$ cat config.mk
export PLATFORM = sky130hd
export DESIGN_NAME = project_select_ctrl
export DESIGN_NICKNAME = d
export VERILOG_FILES = /design/src/rtl/project_select_pkg.sv /design/src/rtl/project_select_ctrl.sv
export SDC_FILE = /design/constraint.sdc
export NUM_CORES = 1
export LEC_CHECK = 0
export BUFFER_PORTS_ARGS = -buffer_cell sky130_fd_sc_hd__buf_2
export CAP_MARGIN = 30
export CORE_ASPECT_RATIO = 0.9
export CORE_UTILIZATION = 58
export CTS_BUF_LIST = sky130_fd_sc_hd__clkbuf_16
export CTS_CLUSTER_SIZE = 14
export DETAILED_ROUTE_END_ITERATION = 10
export PLACE_DENSITY = 0.91
export SLEW_MARGIN = 20
export SYNTH_ARGS = -nofsm -noshare
export SYNTH_HDL_FRONTEND = slang
export SYNTH_SLANG_ARGS = --single-unit
$ cat constraint.sdc
create_clock -name wb_clk_i -period 3.6 [get_ports wb_clk_i]
set_input_delay 0.18 -clock wb_clk_i [delete_from_list [all_inputs] [get_ports wb_clk_i]]
set_output_delay 0.18 -clock wb_clk_i [all_outputs]
set_load 0.03 [all_outputs]
$ cat src/rtl/project_select_pkg.sv
// rtl/project_select_pkg.sv - register map, field positions, FSM states and helpers for project_select_ctrl
package project_select_pkg;

    // Width of the drain guard register and counter
    localparam int GUARD_W = 16;

    // Register byte offsets inside the 16-byte window
    localparam logic [3:0] REG_SEL    = 4'h0;
    localparam logic [3:0] REG_GUARD  = 4'h4;
    localparam logic [3:0] REG_STATUS = 4'h8;
    localparam logic [3:0] REG_COUNT  = 4'hC;

    // Field bit positions
    localparam int IDX_W          = 5;
    localparam int SEL_IDX_LSB    = 0;
    localparam int SEL_EN_BIT     = 8;
    localparam int ST_BUSY_BIT    = 9;
    localparam int ST_STATE_LSB   = 16;
    localparam int ST_DONE_BIT    = 31;
    localparam int COUNT_W        = 16;

    typedef enum logic [1:0] {
        ST_IDLE  = 2'd0,
        ST_DRAIN = 2'd1,
        ST_APPLY = 2'd2
    } state_e;

    // Merge a write into an existing word, one byte lane at a time
    function automatic logic [31:0] byte_merge(input logic [31:0] old_v,
                                               input logic [31:0] new_v,
                                               input logic [3:0]  sel);
        logic [31:0] r;
        for (int b = 0; b < 4; b++) begin
            r[b*8 +: 8] = sel[b] ? new_v[b*8 +: 8] : old_v[b*8 +: 8];
        end
        return r;
    endfunction

    // Project enable vector for a given selection; all-zero when disabled
    function automatic logic [31:0] onehot_of(input logic en, input logic [IDX_W-1:0] idx);
        logic [31:0] r;
        r = 32'd0;
        if (en) begin
            r[idx] = 1'b1;
        end
        return r;
    endfunction

endpackage

$ cat src/rtl/project_select_ctrl.sv
// rtl/project_select_ctrl.sv - Wishbone-controlled one-hot project selector with drain guard
module project_select_ctrl
    import project_select_pkg::*;
#(
    parameter logic [31:0] BASE_ADDR     = 32'h3000_0000,
    parameter int          GUARD_DEFAULT = 16
) (
    input  logic        wb_clk_i,
    input  logic        wb_rst_i,
    input  logic        wbs_stb_i,
    input  logic        wbs_cyc_i,
    input  logic        wbs_we_i,
    input  logic [3:0]  wbs_sel_i,
    input  logic [31:0] wbs_adr_i,
    input  logic [31:0] wbs_dat_i,
    output logic        wbs_ack_o,
    output logic [31:0] wbs_dat_o,
    output logic [31:0] active,
    output logic        irq_o
);

    // Bus-side registers
    logic             ack_q;
    logic             we_q;
    logic [1:0]       word_q;
    logic [31:0]      wdat_q;
    logic [3:0]       wsel_q;
    logic [31:0]      rdat_q;

    // Control/state registers
    state_e           state_q;
    logic             cur_en_q;
    logic [IDX_W-1:0] cur_idx_q;
    logic             pend_en_q;
    logic [IDX_W-1:0] pend_idx_q;
    logic [GUARD_W-1:0] guard_q;
    logic [GUARD_W-1:0] cnt_q;
    logic [COUNT_W-1:0] count_q;
    logic             done_q;
    logic [31:0]      active_q;

    // Decode; a request is not re-accepted while its ack is showing
    logic req;
    assign req = wbs_cyc_i & wbs_stb_i & ~ack_q & ~wb_rst_i &
                 (wbs_adr_i[31:4] == BASE_ADDR[31:4]);

    // Low address bits are byte offsets within a word and carry no meaning here
    logic unused_adr;
    assign unused_adr = ^wbs_adr_i[1:0];

    // Register views
    logic [31:0] sel_view;
    logic [31:0] guard_view;
    logic [31:0] status_view;
    logic [31:0] count_view;
    logic        busy;

    assign busy = (state_q != ST_IDLE);

    always_comb begin
        sel_view                  = 32'd0;
        sel_view[SEL_EN_BIT]      = pend_en_q;
        sel_view[SEL_IDX_LSB +: IDX_W] = pend_idx_q;

        guard_view                = 32'd0;
        guard_view[GUARD_W-1:0]   = guard_q;

        status_view                         = 32'd0;
        status_view[SEL_IDX_LSB +: IDX_W]   = cur_idx_q;
        status_view[SEL_EN_BIT]             = cur_en_q;
        status_view[ST_BUSY_BIT]            = busy;
        status_view[ST_STATE_LSB +: 2]      = state_q;
        status_view[ST_DONE_BIT]            = done_q;

        count_view                = 32'd0;
        count_view[COUNT_W-1:0]   = count_q;
    end

    // Read data selected by the incoming address
    logic [31:0] rd_mux;
    always_comb begin
        rd_mux = 32'd0;
        case (wbs_adr_i[3:2])
            REG_SEL[3:2]:    rd_mux = sel_view;
            REG_GUARD[3:2]:  rd_mux = guard_view;
            REG_STATUS[3:2]: rd_mux = status_view;
            REG_COUNT[3:2]:  rd_mux = count_view;
            default:         rd_mux = 32'd0;
        endcase
    end

    // Writes commit on the ack cycle using the captured request
    logic wr_sel;
    logic wr_guard;
    logic wr_status;
    assign wr_sel    = ack_q & we_q & (word_q == REG_SEL[3:2]);
    assign wr_guard  = ack_q & we_q & (word_q == REG_GUARD[3:2]);
    assign wr_status = ack_q & we_q & (word_q == REG_STATUS[3:2]);

    logic [31:0]        sel_merged;
    logic [31:0]        guard_merged;
    logic               new_en;
    logic [IDX_W-1:0]   new_idx;
    logic [GUARD_W-1:0] guard_load;
    logic               done_clr;

    assign sel_merged   = byte_merge(sel_view, wdat_q, wsel_q);
    assign guard_merged = byte_merge(guard_view, wdat_q, wsel_q);
    assign new_en       = sel_merged[SEL_EN_BIT];
    assign new_idx      = sel_merged[SEL_IDX_LSB +: IDX_W];
    // A guard of zero still drains for one cycle
    assign guard_load   = (guard_q == '0) ? GUARD_W'(1) : guard_q;
    assign done_clr     = wr_status & wsel_q[3] & wdat_q[ST_DONE_BIT];

    // Upper bits of the merged words feed no register
    logic unused_merge;
    assign unused_merge = ^{sel_merged[31:9], sel_merged[7:5], guard_merged[31:GUARD_W]};

    // Latest pending value including a write committing this cycle
    logic             pend_en_eff;
    logic [IDX_W-1:0] pend_idx_eff;
    assign pend_en_eff  = wr_sel ? new_en  : pend_en_q;
    assign pend_idx_eff = wr_sel ? new_idx : pend_idx_q;

    logic sel_differs;
    assign sel_differs = ({new_en, new_idx} != {cur_en_q, cur_idx_q});

    // Wishbone slave: single-cycle ack with registered read data
    always_ff @(posedge wb_clk_i) begin
        if (wb_rst_i) begin
            ack_q  <= 1'b0;
            we_q   <= 1'b0;
            word_q <= 2'd0;
            wdat_q <= 32'd0;
            wsel_q <= 4'd0;
            rdat_q <= 32'd0;
        end else begin
            ack_q <= req;
            if (req) begin
                we_q   <= wbs_we_i;
                word_q <= wbs_adr_i[3:2];
                wdat_q <= wbs_dat_i;
                wsel_q <= wbs_sel_i;
                rdat_q <= wbs_we_i ? 32'd0 : rd_mux;
            end else begin
                we_q   <= 1'b0;
                rdat_q <= 32'd0;
            end
        end
    end

    // Switch FSM: drain with active cleared, then apply the pending selection
    always_ff @(posedge wb_clk_i) begin
        if (wb_rst_i) begin
            state_q    <= ST_IDLE;
            cur_en_q   <= 1'b0;
            cur_idx_q  <= '0;
            pend_en_q  <= 1'b0;
            pend_idx_q <= '0;
            guard_q    <= GUARD_W'(GUARD_DEFAULT);
            cnt_q      <= '0;
            count_q    <= '0;
            done_q     <= 1'b0;
            active_q   <= 32'd0;
        end else begin
            if (wr_guard) begin
                guard_q <= guard_merged[GUARD_W-1:0];
            end
            if (done_clr) begin
                done_q <= 1'b0;
            end
            case (state_q)
                ST_IDLE: begin
                    if (wr_sel) begin
                        pend_en_q  <= new_en;
                        pend_idx_q <= new_idx;
                        if (sel_differs) begin
                            state_q  <= ST_DRAIN;
                            active_q <= 32'd0;
                            cnt_q    <= guard_load;
                        end
                    end
                end
                ST_DRAIN: begin
                    if (wr_sel) begin
                        pend_en_q  <= new_en;
                        pend_idx_q <= new_idx;
                    end
                    if (cnt_q <= GUARD_W'(1)) begin
                        state_q   <= ST_APPLY;
                        active_q  <= onehot_of(pend_en_eff, pend_idx_eff);
                        cur_en_q  <= pend_en_eff;
                        cur_idx_q <= pend_idx_eff;
                    end else begin
                        cnt_q <= cnt_q - GUARD_W'(1);
                    end
                end
                ST_APPLY: begin
                    count_q <= count_q + COUNT_W'(1);
                    done_q  <= 1'b1;
                    if (wr_sel) begin
                        pend_en_q  <= new_en;
                        pend_idx_q <= new_idx;
                    end
                    if (wr_sel && sel_differs) begin
                        state_q  <= ST_DRAIN;
                        active_q <= 32'd0;
                        cnt_q    <= guard_load;
                    end else begin
                        state_q <= ST_IDLE;
                    end
                end
                default: begin
                    state_q  <= ST_IDLE;
                    active_q <= 32'd0;
                end
            endcase
        end
    end

    assign wbs_ack_o = ack_q;
    assign wbs_dat_o = rdat_q;
    assign active    = active_q;
    assign irq_o     = done_q;

endmodule
### After elaboration in Yosys (flattened, before gate mapping)

Cells that the tools add are included.

* register bits: 167
* output and inout port bits: 66
* logic and storage cells: 93

* add/subtract/negate cells: 2
* $lt $le $gt $ge: 3
* eq/ne operators: 14
* mux-type cells: 26
* bitwise logic cells: 13
* reductions and logical operators: 18

Operators by type and width (count)
* $mux W32: 5
* $pmux W32 S4: 1
* $pmux W32 S3: 1
* $mux W16: 5
* $pmux W16 S3: 1
* $eq A28 B26 Y1 const B: 1
* $add A16 B1 Y16 const B: 1
* $le A16 B1 Y1 const B: 1
* $logic_not A16 Y1: 1
* $sub A16 B1 Y16 const B: 1
* $and A1 B1 Y1: 10
* $mux W5: 2
* $ne A2 B2 Y1 const B: 5
* $eq A2 B2 Y1 const B: 4
* $eq A2 B1 Y1 const B: 3
* $logic_not A2 Y1: 3
* $lt A5 B6 Y1 const B: 1
* $mux W1: 6
* $mux W2: 3
* $ne A6 B6 Y1: 1
* $pmux W2 S3: 1
* $reduce_and A2 Y1: 3
* $reduce_or A3 Y1: 2
* $demux W1 S5: 1
* 9 further kinds: 13

### Logic depth before layout (Yosys ltp)

* depth after elaboration: 10
* gate-level depth with buffers: 9
* depth with buffers taken out: 8

### Worst setup path after synthesis

No wires, ideal clock.

* path kind: register to register
* start point: register wdat_q[3]
* end point: register active_q[6], in the netlist active[6]
* library setup time: 0.132 ns
* arrival time: 1.984 ns
* data required time: 3.468 ns
* slack: 1.483 ns
* stages on the path, launching flop included: 9
* path through: dfxtp_1 > clkbuf_1 > mux2i_1 > xnor2_1 > or4_4 > o311a_1 > buf_2 > nand3_1 > a21oi_1

* word-level cells in the longest chain between the ends: 9

Ends and longest elaborated chain
* start: declaration: line project_select_ctrl.sv:26 `logic [31:0] wdat_q;`
* start signal: assignment: line project_select_ctrl.sv:142 `wdat_q <= wbs_dat_i;`
* $mux W5 (*): line project_select_pkg.sv:34 `r[b*8 +: 8] = sel[b] ? new_v[b*8 +: 8] : old_v[b*8 +: 8];`
* $mux W5
* $lt A5 B6 Y1 (implied by the code) / $ge A5 B1 Y1 (equally long branches): line project_select_pkg.sv:44 `r[idx] = 1'b1;`
* $logic_and A1 B1 Y1 (implied by the code): line project_select_pkg.sv:44
* $mux W1 (implied by the code): line project_select_pkg.sv:44
* $demux W1 S5: line project_select_pkg.sv:44
* $mux W32: line project_select_pkg.sv:43 `if (en) begin`
* $mux W32: line project_select_ctrl.sv:189 `if (cnt_q <= GUARD_W'(1)) begin`
* $pmux W32 S3: line project_select_ctrl.sv:172 `case (state_q)`
* end signal: assignment: line project_select_ctrl.sv:191 `active_q <= onehot_of(pend_en_eff, pend_idx_eff);`
* end: declaration: line project_select_ctrl.sv:40 `logic [31:0] active_q;`

Mark *: on every way between the ends. The rest lies on a longest branch, timed or not. The select of a mux whose other input is x is not followed.
A chain may end at the register's enable or synchronous reset.

### Worst setup path after layout

* start point: register wsel_q[1]
* end point: register active_q[1], in the netlist active[1]

* word-level cells in the longest chain between the ends: 5

Ends and longest elaborated chain
* start: declaration: line project_select_ctrl.sv:27 `logic [3:0] wsel_q;`
* start signal: assignment: line project_select_ctrl.sv:143 `wsel_q <= wbs_sel_i;`
* $mux W1 (*): line project_select_pkg.sv:34
* $ne A6 B6 Y1 / $mux W1 (equally long branches)
* $logic_and A1 B1 Y1 / $mux W32 (equally long branches): line project_select_ctrl.sv:205, project_select_pkg.sv:43
* $ne A2 B2 Y1 (no source line) / $mux W32 (equally long branches)
* $reduce_and A4 Y1 (no source line) / $pmux W32 S3 (equally long branches)

Marks and branches as above.

==> results.md <==
- Internal power: 2.58 mW
- HPWL Detailed: 10.2 mm
- Cell count after synthesis: 720
- Die Area: 11200 um2
- GRT overflow: 0
- Post-Synth XOR/XNOR Area: 2.67%
- # rows: 35
- Final worst slack: 0.811 ns
- Synth Area in Compound Gates: 11.9%
- Area of the mapped netlist: 6240 um2
- Period utilisation layout: 77.5%
- Endpoints failing setup: 0
- Clock Sinks: 138
- Clock transition at path regs: 0.06 ns
- Inserted Clock Buffers: 17
- Nets: 893
- Fmax: 0.359 GHz
- Dominant synthesized flop cell: dfxtp_1
- Power consumption: 3.31 mW
- Netlist cell types: 55
- Combinational power share: 2.7%
- Post_cts resized: 0
- Sequential power share: 46.2%
- Worst R2R Path Depth: 7
- Total track usage: 28.2%
- Ports: 139
- DR vias: 5616
- Worst slew pin tran: 0.896 ns
- Post-route cell area: 7370 um2
- Synth Register Bits: 138
- Vias in the first global route: 5235
- Global-route wire length before repair: 24.9 mm
- Sw power: 0.733 mW
- Seq/Total Area, Yosys: 44.2%
- Fillers: 766
- Post-synthesis adder-cell area fraction: 0.601%
- Hold Fails Final Rpt: 0
- Sw frac: 22.1%
- Failing checks: DRC
- Drt via density: 5.86
- Most frequent cells in the layout: dfxtp_1 (138), buf_2 (106), nor2_1 (86)
- Area of the multi-input gates: 3220 um2
- VDD IR-drop max: 388 uV
- CTS max path bufs: 2
- Synth async-reset ratio: 0%
- Most common cell after layout, fill and taps aside: dfxtp_1
- Root Driver: clkbuf_16
- Initial Utilization: 60.4%
- EDFF count, synth: 0
- Sequential cell area: 2760 um2
- Drt first pass iters: 8
- Max_cap viols: 0
- Util after Layout: 71.3%
- Core Footprint: 10300 um2
- RSZ-0062 raised after global routing: false
- Warning count from the yosys run: 0
- Final wirelength: 14.9 mm
- Die Span X: 111 um
- Largest net degree at the start of global routing: 91
- Number of H-tree levels: 4
- Pwr dens: 449 nW/um2
- Status: finished with violations
- Largest family of logic cells by synthesized area: simple AND/OR/NAND/NOR gates
- Initial DRC Count: 597
- Antenna viol nets, final: 0
- Clk_skew: 0.00842 ns
- Dpl cell area: 6770 um2
- Crit-path max FO: 26
- CP Data Required Time: 3.93 ns
- Min Tclk post-route: 2.79 ns
- Die height: 100 um
- Crit Path Class: reg -> reg
- CP Capture Type: flip-flop
- Simple-gate share of the synthesized area: 25.2%
- Startpoint types: flip-flop
- I/O Buffers: 107
- Slew Limit Fails: 0
- Clock share of power: 51.2%
- Initial antenna violation count: 0
- Worst-skew pair later-pin latency: 0.41 ns
- Post-synthesis mux area share: 10.4%
- Static Leak: 2.85 nW
- Ant. Diodes: 0
- Hold Path Cell Cnt: 3
- Slew HR: 40.3%
- Routed WL per cell: 15.6 um
- Placement Setup Slack: 0.882 ns
- Worst Hold Class: in -> reg
- CTS tree: yes
- Layout area overhead: 18.1%
- CP arrival: 3.12 ns
- Syn avg cell area: 8.67 um2
- Share of cells above drive strength 1: 21.0%
- DRC Markers: 13
- Setup tns final: 0 ns
- RePlAce Congestion: 0.912
Yosys cell counts, drive strengths merged, types with 3 or more instances:
master	n	area [um2]
and3	7	43.8
ha	3	37.5
o32ai	4	35.0
nor2	87	327
inv	4	15.0
o21ai	20	104
or3	13	81.3
nand2	78	293
or2	9	56.3
buf	26	191
xor2	8	70.1
nand4	9	56.3
nor3	15	85.1
a211oi	9	67.6
clkbuf	28	106
nor3b	5	37.5
mux4	6	135
nand3	49	245
nor2b	16	100
nand2b	6	37.5
a21oi	76	380
and2	5	31.3
dfxtp	138	2760
xnor2	11	96.3
mux2i	49	503
nor4	12	90.1
sequential cells by signal (all words and copies together), names as in the netlist:
| name | count |
|---|---|
| count_q | 16 |
| cur_idx_q | 5 |
| wdat_q | 17 |
| wbs_ack_o | 1 |
| pend_idx_q | 5 |
| pend_en_q | 1 |
| cnt_q | 16 |
| cur_en_q | 1 |
| active | 32 |
| state_q | 2 |
| word_q | 2 |
| we_q | 1 |
| wsel_q | 3 |
| guard_q | 16 |
| irq_o | 1 |
| wbs_dat_o | 19 |
stage by stage:
step                      cells  hold WS, ns
after floorplan             732        0.302
after global placement      924        0.412
after detailed placement    924        0.421
after CTS                   958      0.00360
after global routing        959      0.00369
final                       959      0.00877
repair_timing:
item / CTS / global route
endpoints found under the hold margin: 2 / 0
setup buffers: 0 / 0
hold buffers: 2 / 0
power by group through the flow:
stage | registers [mW] | logic [mW] | clock network, mW
4_1_cts | 1.53 | 0.0881 | 1.70
2_1_floorplan | 1.56 | 0.0616 | 0
5_1_grt | 1.53 | 0.0944 | 1.78
3_3_place_gp | 1.56 | 0.0864 | 0
6_report | 1.53 | 0.0888 | 1.69
3_5_place_dp | 1.56 | 0.0864 | 0
layout make-up:
class                           instances  area share (%)
Inverter                                4           0.204
Timing Repair Buffer                  120            8.65
Tap cell                              129            2.19
Multi-Input combinational cell        536            43.7
Clock inverter                         15            2.04
Sequential cell                       138            37.5
Clock buffer                           17            5.77
metal layers:
layer | global-route usage (%) | wire length (um)
met5 | 0 | 0
met4 | 9.77 | 225
met3 | 7.91 | 1380
met2 | 46.4 | 7010
met1 | 35.7 | 6340
logic make-up (layout without fill, tap and decap cells):
logic type               after synthesis  count (layout)
AO/OA/AOI/OAI                        125             125
flip-flops                           138             138
multiplexers                          56              56
buffers and inverters                 58             156
AND/OR/NAND/NOR                      320             320
XOR/XNOR                              19              19
other                                  1              13
adder cells (fa/ha/maj)                3               3
critical path: stages, from the launching register on:
cell and delay (ns):
dfxtp_1 0.55, mux2i_1 0.57, xnor2_1 0.13, or2_2 0.32, o311ai_4 0.53, buf_4 0.37, nand2_1 0.09, a21oi_1 0.13
path summary, 6_finish.rpt:
| check | start | to | slack, ns |
|---|---|---|---|
| max | wsel_q[1] | active[1] | 0.81 |
| max reg2reg | wsel_q[1] | active[1] | 0.81 |
| min | wbs_dat_i[11] | wdat_q[11] | 0.009 |
| min reg2reg | active[17] | active[17] | 0.45 |
Power figures use the tool's default switching activity.
